<file path="src/rtl/seg_scan_display.sv">
// seg_scan_display: binary score to 4-digit common-anode seven-segment display.
// A sequential double-dabble engine converts the (saturated) score to BCD,
// leading zeros are blanked, digits are time-multiplexed at a fixed scan rate
// and the whole display blinks while gameover is high.
//
// Converter FSM states:
//   state   | meaning
//   S_IDLE  | waiting for the saturated input to differ from last_value
//   S_SHIFT | 16 add-3/shift steps, one binary bit per cycle
//   S_DONE  | copy finished BCD into the display digit registers
module seg_scan_display #(
  parameter int CLK_HZ   = 100_000_000,
  parameter int SCAN_HZ  = 1000,
  parameter int BLINK_HZ = 2
) (
  input  logic        clk,
  input  logic        rst_n,
  input  logic [15:0] seg_value,
  input  logic        gameover,
  output logic [3:0]  an,
  output logic [6:0]  seg,
  output logic        dp
);

  localparam int DWELL   = CLK_HZ / SCAN_HZ;
  localparam int HALF    = CLK_HZ / (2 * BLINK_HZ);
  localparam int TICK_W  = (DWELL > 1) ? $clog2(DWELL) : 1;
  localparam int BLINK_W = (HALF > 1) ? $clog2(HALF) : 1;
  localparam logic [TICK_W-1:0]  TICK_LAST  = TICK_W'(DWELL - 1);
  localparam logic [BLINK_W-1:0] BLINK_LAST = BLINK_W'(HALF - 1);

  localparam logic [1:0] S_IDLE  = 2'd0;
  localparam logic [1:0] S_SHIFT = 2'd1;
  localparam logic [1:0] S_DONE  = 2'd2;

  logic [1:0]         state;
  logic [15:0]        last_value;
  logic [15:0]        sat_value;
  logic [15:0]        bin_sr;
  logic [15:0]        bcd;
  logic [15:0]        bcd_adj;
  logic [31:0]        dd_shift;
  logic [3:0]         shift_cnt;
  logic [15:0]        digits;      // d3..d0 packed, d0 in [3:0]

  logic [TICK_W-1:0]  tick_cnt;
  logic [1:0]         scan_idx;

  logic [BLINK_W-1:0] blink_cnt;
  logic               phase_on;
  logic               gameover_d;

  logic [3:0]         blank;
  logic [3:0]         cur_digit;
  logic               cur_blank;
  logic [6:0]         cur_seg;

  // Values above the 4-digit range display as 9999.
  assign sat_value = (seg_value > 16'd9999) ? 16'd9999 : seg_value;

  // Add-3 correction on every BCD nibble that is 5 or more.
  always_comb begin
    bcd_adj = bcd;
    for (int i = 0; i < 4; i++) begin
      if (bcd[4*i +: 4] >= 4'd5) begin
        bcd_adj[4*i +: 4] = bcd[4*i +: 4] + 4'd3;
      end
    end
  end

  // Shifting the joined {bcd, binary} word moves the next binary MSB into BCD.
  assign dd_shift = {bcd_adj, bin_sr} << 1;

  // Converter: capture on change, 16 shift steps, then publish to digits.
  always_ff @(posedge clk or negedge rst_n) begin
    if (!rst_n) begin
      state      <= S_IDLE;
      last_value <= '0;
      bin_sr     <= '0;
      bcd        <= '0;
      shift_cnt  <= '0;
      digits     <= '0;
    end else begin
      case (state)
        S_IDLE: begin
          if (sat_value != last_value) begin
            bin_sr     <= sat_value;
            last_value <= sat_value;
            bcd        <= '0;
            shift_cnt  <= '0;
            state      <= S_SHIFT;
          end
        end
        S_SHIFT: begin
          bcd       <= dd_shift[31:16];
          bin_sr    <= dd_shift[15:0];
          shift_cnt <= shift_cnt + 4'd1;
          if (shift_cnt == 4'd15) begin
            state <= S_DONE;
          end
        end
        S_DONE: begin
          digits <= bcd;
          state  <= S_IDLE;
        end
        default: state <= S_IDLE;
      endcase
    end
  end

  // Scan timer: dwell on each digit, then advance the digit index.
  always_ff @(posedge clk or negedge rst_n) begin
    if (!rst_n) begin
      tick_cnt <= '0;
      scan_idx <= '0;
    end else if (tick_cnt == TICK_LAST) begin
      tick_cnt <= '0;
      scan_idx <= scan_idx + 2'd1;
    end else begin
      tick_cnt <= tick_cnt + 1'b1;
    end
  end

  // Blink timer: restarts in the on-phase on each gameover rising edge.
  always_ff @(posedge clk or negedge rst_n) begin
    if (!rst_n) begin
      blink_cnt  <= '0;
      phase_on   <= 1'b1;
      gameover_d <= 1'b0;
    end else begin
      gameover_d <= gameover;
      if (!gameover || !gameover_d) begin
        blink_cnt <= '0;
        phase_on  <= 1'b1;
      end else if (blink_cnt == BLINK_LAST) begin
        blink_cnt <= '0;
        phase_on  <= ~phase_on;
      end else begin
        blink_cnt <= blink_cnt + 1'b1;
      end
    end
  end

  // Leading-zero blanking; the units digit always shows.
  always_comb begin
    blank    = 4'b0000;
    blank[3] = (digits[15:12] == 4'd0);
    blank[2] = blank[3] && (digits[11:8] == 4'd0);
    blank[1] = blank[2] && (digits[7:4] == 4'd0);
  end

  // Select the digit for the current scan slot and decode it (active-low gfedcba).
  always_comb begin
    cur_digit = digits[3:0];
    cur_blank = blank[0];
    case (scan_idx)
      2'd1: begin cur_digit = digits[7:4];   cur_blank = blank[1]; end
      2'd2: begin cur_digit = digits[11:8];  cur_blank = blank[2]; end
      2'd3: begin cur_digit = digits[15:12]; cur_blank = blank[3]; end
      default: begin cur_digit = digits[3:0]; cur_blank = blank[0]; end
    endcase
    case (cur_digit)
      4'd0:    cur_seg = 7'b1000000;
      4'd1:    cur_seg = 7'b1111001;
      4'd2:    cur_seg = 7'b0100100;
      4'd3:    cur_seg = 7'b0110000;
      4'd4:    cur_seg = 7'b0011001;
      4'd5:    cur_seg = 7'b0010010;
      4'd6:    cur_seg = 7'b0000010;
      4'd7:    cur_seg = 7'b1111000;
      4'd8:    cur_seg = 7'b0000000;
      4'd9:    cur_seg = 7'b0010000;
      default: cur_seg = 7'b1111111;
    endcase
  end

  // Registered outputs so an and seg always switch on the same edge.
  always_ff @(posedge clk or negedge rst_n) begin
    if (!rst_n) begin
      an  <= 4'b1111;
      seg <= 7'b1111111;
    end else begin
      an  <= phase_on ? ~(4'b0001 << scan_idx) : 4'b1111;
      seg <= cur_blank ? 7'b1111111 : cur_seg;
    end
  end

  assign dp = 1'b1;

endmodule
</file>
<file path="config.mk">
export PLATFORM = sky130hd
export DESIGN_NAME = seg_scan_display
export DESIGN_NICKNAME = d
export VERILOG_FILES = /design/src/rtl/seg_scan_display.sv
export SDC_FILE = /design/constraint.sdc
export NUM_CORES = 1
export LEC_CHECK = 0
export CELL_PAD_IN_SITES_DETAIL_PLACEMENT = 0
export CELL_PAD_IN_SITES_GLOBAL_PLACEMENT = 1
export CORE_MARGIN = 2
export CORE_UTILIZATION = 30
export DETAILED_ROUTE_END_ITERATION = 10
export PLACE_DENSITY_LB_ADDON = 0.1
export SYNTH_ARGS = -nofsm -noshare
export SYNTH_HDL_FRONTEND = slang
export SYNTH_SLANG_ARGS = --single-unit
</file>
<file path="constraint.sdc">
create_clock -name clk -period 2.7 [get_ports clk]
set_clock_uncertainty 0.15 [all_clocks]
set_input_delay 0.54 -clock clk [delete_from_list [all_inputs] [get_ports clk]]
set_output_delay 0.54 -clock clk [all_outputs]
set_load 0.1 [all_outputs]
</file>
---- Word level (Yosys, flattened, before mapping) ----
Memory sizes are Yosys's and may differ from the RTL's.
Cells that the tools add are included.
word-level totals
  memories kept ........................... 1
  register bits ........................... 127
  output and inout bits ................... 12
  ROM bits ................................ 112
  word-level logic and storage cells ...... 78
  input bits .............................. 19
memories
  memory            depth  bits a word  read ports  clocked after Yosys merged registers in  wr ports  RTL line  text
  (name not given)  16     7            1           0                                        0         162       case (cur_digit)
cells by class
  shift operators ......................... 1
  equal/unequal tests ..................... 11
  multiplexer cells ....................... 23
  magnitude comparators ................... 5
  reductions and logical operators ........ 14
  add/sub/neg operators ................... 8
  bitwise operators ....................... 2
operators with widths
  cell                                                               count
  case mux 16 bit (2 select lines)                                   2
  2-to-1 mux 25 bit                                                  2
  2-to-1 mux 16 bit                                                  3
  adder 25 x 1 -> 25 bit, second input constant                      1
  equality test 25 bit, second input constant                        1
  2-to-1 mux 4 bit                                                   5
  adder 17 x 1 -> 17 bit, second input constant                      1
  equality test 17 bit, second input constant                        1
  2-to-1 mux 17 bit                                                  1
  greater-or-equal comparator 4 x 3 -> 1 bit, second input constant  4
  greater-than comparator 16 x 14 -> 1 bit, second input constant    1
  != test 16 bit                                                     1
  adder 4 x 2 -> 4 bit, second input constant                        3
  logical NOT 4 bit                                                  3
  case mux 4 bit (3 select lines)                                    1
  case mux 4 bit (2 select lines)                                    1
  2-to-1 mux 7 bit                                                   1
  equality test 2 bit, second input constant                         3
  AND reduction 2 bit                                                3
  adder 4 x 1 -> 4 bit, second input constant                        1
  equality test 2 x 1 -> 1 bit, second input constant                2
  equality test 4 bit, second input constant                         1
  2-to-1 mux 2 bit                                                   2
  != test 2 bit, second input constant                               2
  other kinds (14)                                                   18

---- Depth between registers and ports, before layout ----
  depth in word-level cells ............... 5
  depth in mapped cells ................... 10
  depth with buffers taken out ............ 10

---- Worst setup path before layout ----
OpenSTA, ideal clock, no wires.
  kind .................................... input to register
  start ................................... in seg_value[6]
  end ..................................... reg bin_sr[1]
  buffers on the path ..................... 3
  data arrival time ....................... 2584 ps
  setup slack ............................. -157 ps
  setup time .............................. 123 ps
  cell stages on the path ................. 10
  cells stage by stage .................... nor4_2 o211ai_1 buf_2 and3_1 a311o_1 a41o_1 buf_2 or2_2 buf_2 o221a_1
between the ends
  word-level cells in the longest chain between the ends .. 5
  elaborated cells on any way between the ends .. 7
  those cells by class .................... order compare (1); eq/ne (2); mux (3); reduce/logical (1)
RTL lines
  what                                      RTL line  text
  start, declared                           18        input logic [15:0] seg_value,
  greater-than comparator 16 x 14 -> 1 bit  59        assign sat_value = (seg_value > 16'd9999) ? 16'd9999 : seg_value;
  2-to-1 mux 16 bit *                       59
  != test 16 bit                            86        if (sat_value != last_value) begin
  != test 2 bit (no source line)            --
  AND reduction 2 bit (no source line)      --
  end signal, assigned                      87        bin_sr <= sat_value;
  end signal, assigned                      96        bin_sr <= dd_shift[15:0];
  end, declared                             39        logic [15:0] bin_sr;
Every way passes the cells marked *; elsewhere a longest branch is shown, timed or not. The select of a mux whose other input is x is not followed.
A chain may end at the register's enable or synchronous reset.

---- Worst setup path after layout ----
Same ends and word-level chain as after synthesis.

==> flow_metrics.tcl <==
set metrics [dict create \
    fin_nets 770 \
    period_needed_ps 2630 \
    cp_data_arrival_time_ps 2780 \
    relSlewSlack_pct 45.58 \
    drc_errors 0 \
    dp_hpwl_mm 10.46 \
    core-area_um2 20890 \
    clock_latency_ps 420 \
    setup_viol 0 \
    synth_top_cell_area_share_pct 45.31 \
    die_area_um2 22350 \
    period_share_pct 97.41 \
    cts_buffers 17 \
    avgViaCountPerCell 4.817 \
    antenna_cells 0 \
    hold_violations 2 \
    synth.lib_cells_used.distinct 61 \
    regArea_um2 3193 \
    required_ps 2850 \
    drive_gt1_share_pct 22.61 \
    worstSetupEndpoint "bin_sr[1]$_DFFE_PN0P_" \
    vias 4904 \
    rows 53 \
    powerDensity_nw_per_um2 1027 \
    cp_max_fo 8 \
    fmax_mhz 380.2 \
    tightest_slew_ps 816.4 \
    post-synth-top-count-cell "dfrtp_1" \
    antenna_found_initial 0 \
    avgSynthCellArea_um2 9.939 \
    cts_hold_buf 0 \
    final_util_pct 38.73 \
    min_path_type "in2async" \
    worstReg2RegEnd "tick_cnt[10]$_DFF_PN0_" \
    async_flop_share_pct 100.0 \
    critical_path.startpoint "seg_value[6]" \
    drtPass1Iterations 4 \
    cap_violations 0 \
    area_growth_syn_to_layout_pct 27.38 \
    wl_per_cell_um 14.59 \
    cp-start-kind "input pin" \
    grt_pass1_vias 5027 \
    io_buffers 29 \
    fp.dieH_um 149.5 \
    finalPower_uw 8307 \
    fillers 2090 \
    multi_input_area_um2 3059 \
    grt_pass1_wl_mm 25.25 \
    clkSinkCount 127 \
    overflow 0 \
    violations "hold timing" \
    root_buffer "clkbuf_16" \
    path_clk_slew_ps 60 \
    status "finished, violations left" \
    netlist_top_cells_count "dfrtp_1, nand2_1, nor2_1, o21ai_0, inv_1" \
    drv_slew 0 \
    yosys_warnings 0 \
    gp_congestion 0.7906 \
    routed_wl_mm 14.85 \
    grt_max_degree 128 \
    clock_path_buffers 2 \
    rr_startpoint "tick_cnt[13]$_DFF_PN0_" \
    postLayoutCellArea_um2 8090 \
    end_kind "flop" \
    whs_ps -11.56 \
    floorplan.initialDensity_pct 30.40 \
    htreeDepth 4 \
    drt_iter0_markers 288 \
    ant_nets 0 \
    syn-cell-area_um2 6351 \
    grtUsageTotal_pct 14.39 \
    pin_count 31 \
    synthFlopType "dfrtp_1" \
    die_w_um 149.5 \
    worst_ir_drop_vdd_mv 0.3480 \
    synth_edf_count 0 \
    critPathKind "in2reg" \
    cts_tree "built" \
    leakage_uw 0.003645 \
    synth_largest_area_cell "dfrtp_1" \
    ys_ff_latch 127 \
    synth_nets 679 \
    place_area_um2 7358 \
    regToRegSetupSlack_ps 130 \
    syn_inst 639 \
    ys_top_cells_by_area "dfrtp_1, dfstp_2, nand2_1" \
    synth_seq_area_share_pct 50.28 \
    reg2reg_depth 7 \
]
[power breakdown]
| part | total (uW) | internal (uW) | switching, uW |
|---|---|---|---|
| Clock | 2300 | 1400 | 901 |
| Combinational | 3070 | 1350 | 1720 |
| Sequential | 2940 | 2470 | 464 |
[state kept, by name (all words and copies together), names as in the netlist]
| name | count |
|---|---|
| seg | 7 |
| state | 2 |
| last_value | 16 |
| bcd | 16 |
| digits | 16 |
| tick_cnt | 17 |
| bin_sr | 16 |
| gameover_d | 1 |
| blink_cnt | 25 |
| scan_idx | 2 |
| phase_on | 1 |
| shift_cnt | 4 |
| an | 4 |
[stage by stage]
step / hold WS, ps / worst slack, ps / std cells / TNS [ps]
after floorplan: 94.41 / -4.673 / 639 / -14.02
after global placement: 263.7 / -737.2 / 980 / -34730
after detailed placement: 271.6 / -768.6 / 980 / -35610
after CTS: 116.8 / 11.75 / 1018 / 0
after global routing: 157.5 / -3.545 / 1018 / -3.948
final: -11.56 / 69.97 / 1018 / 0
[worst min path at each step]
| stage | to | slack, ps | depth (start not counted) |
|---|---|---|---|
| after global placement | phase_on$_DFFE_PN1P_ | 260 | 1 |
| final | blink_cnt[22]$_DFF_PN0_ | -10 | 2 |
| after floorplan | bcd[0]$_DFFE_PN0P_ | 90 | 0 |
| after detailed placement | phase_on$_DFFE_PN1P_ | 270 | 1 |
| after CTS | blink_cnt[7]$_DFF_PN0_ | 120 | 2 |
| after global routing | gameover_d$_DFF_PN0_ | 160 | 2 |
[layer usage]
metal	global-route usage [%]	vias to the layer above	wire length, um
met2	23.21	84	7048
met5	0	-	0
li1	-	2421	-
met3	3.994	17	535
met4	4.762	0	232
met1	18.66	2382	7038
[cell usage in the layout, fill, tap and decap left out, types with 12 or more instances in the layout]
cell type    n
o21ai_0     34
dfrtp_1    115
nand2_1     74
dfstp_2     12
inv_1       35
buf_4       68
xnor2_1     26
xor2_1      26
ha_1        21
and3_1      16
nand3_1     23
a21oi_1     15
clkbuf_16   17
nor2_1      55
[layout make-up]
cell class / count / share of cell area (%)
inverters: 37 / 1.717
repair buffers: 94 / 9.372
well taps: 275 / 4.253
clock buffers: 18 / 5.428
flip-flops and latches: 127 / 39.47
clock inverters: 14 / 1.949
multi-input cells: 453 / 37.81
[critical path: stages]
cell             delay (ps)
clkdlybuf4s15_2         210
nor4_4                  300
o211ai_1                240
buf_4                   220
and3_4                  160
a311o_1                 300
a41o_4                  290
or2_4                   280
o221a_1                 240
[timing repair]
| item | 4_1_cts | 5_1_grt |
|---|---|---|
| setup endpoints to repair | 53 | 44 |
| resized for setup | 44 | 22 |
| buffers inserted | 6 | 1 |
| pin swaps | 13 | 16 |
[logic make-up after synthesis]
| family | synth area share [%] |
|---|---|
| adders and majority gates | 4.137 |
| AOI/OAI and AO/OA | 14.03 |
| other | 0.05904 |
| buffers and inverters | 3.704 |
| and+or+nand+nor | 18.40 |
| xor gates and xnor gates | 7.171 |
| muxes | 2.226 |
| DFF | 50.28 |
No activity file was read; power rests on OpenSTA's default activity.
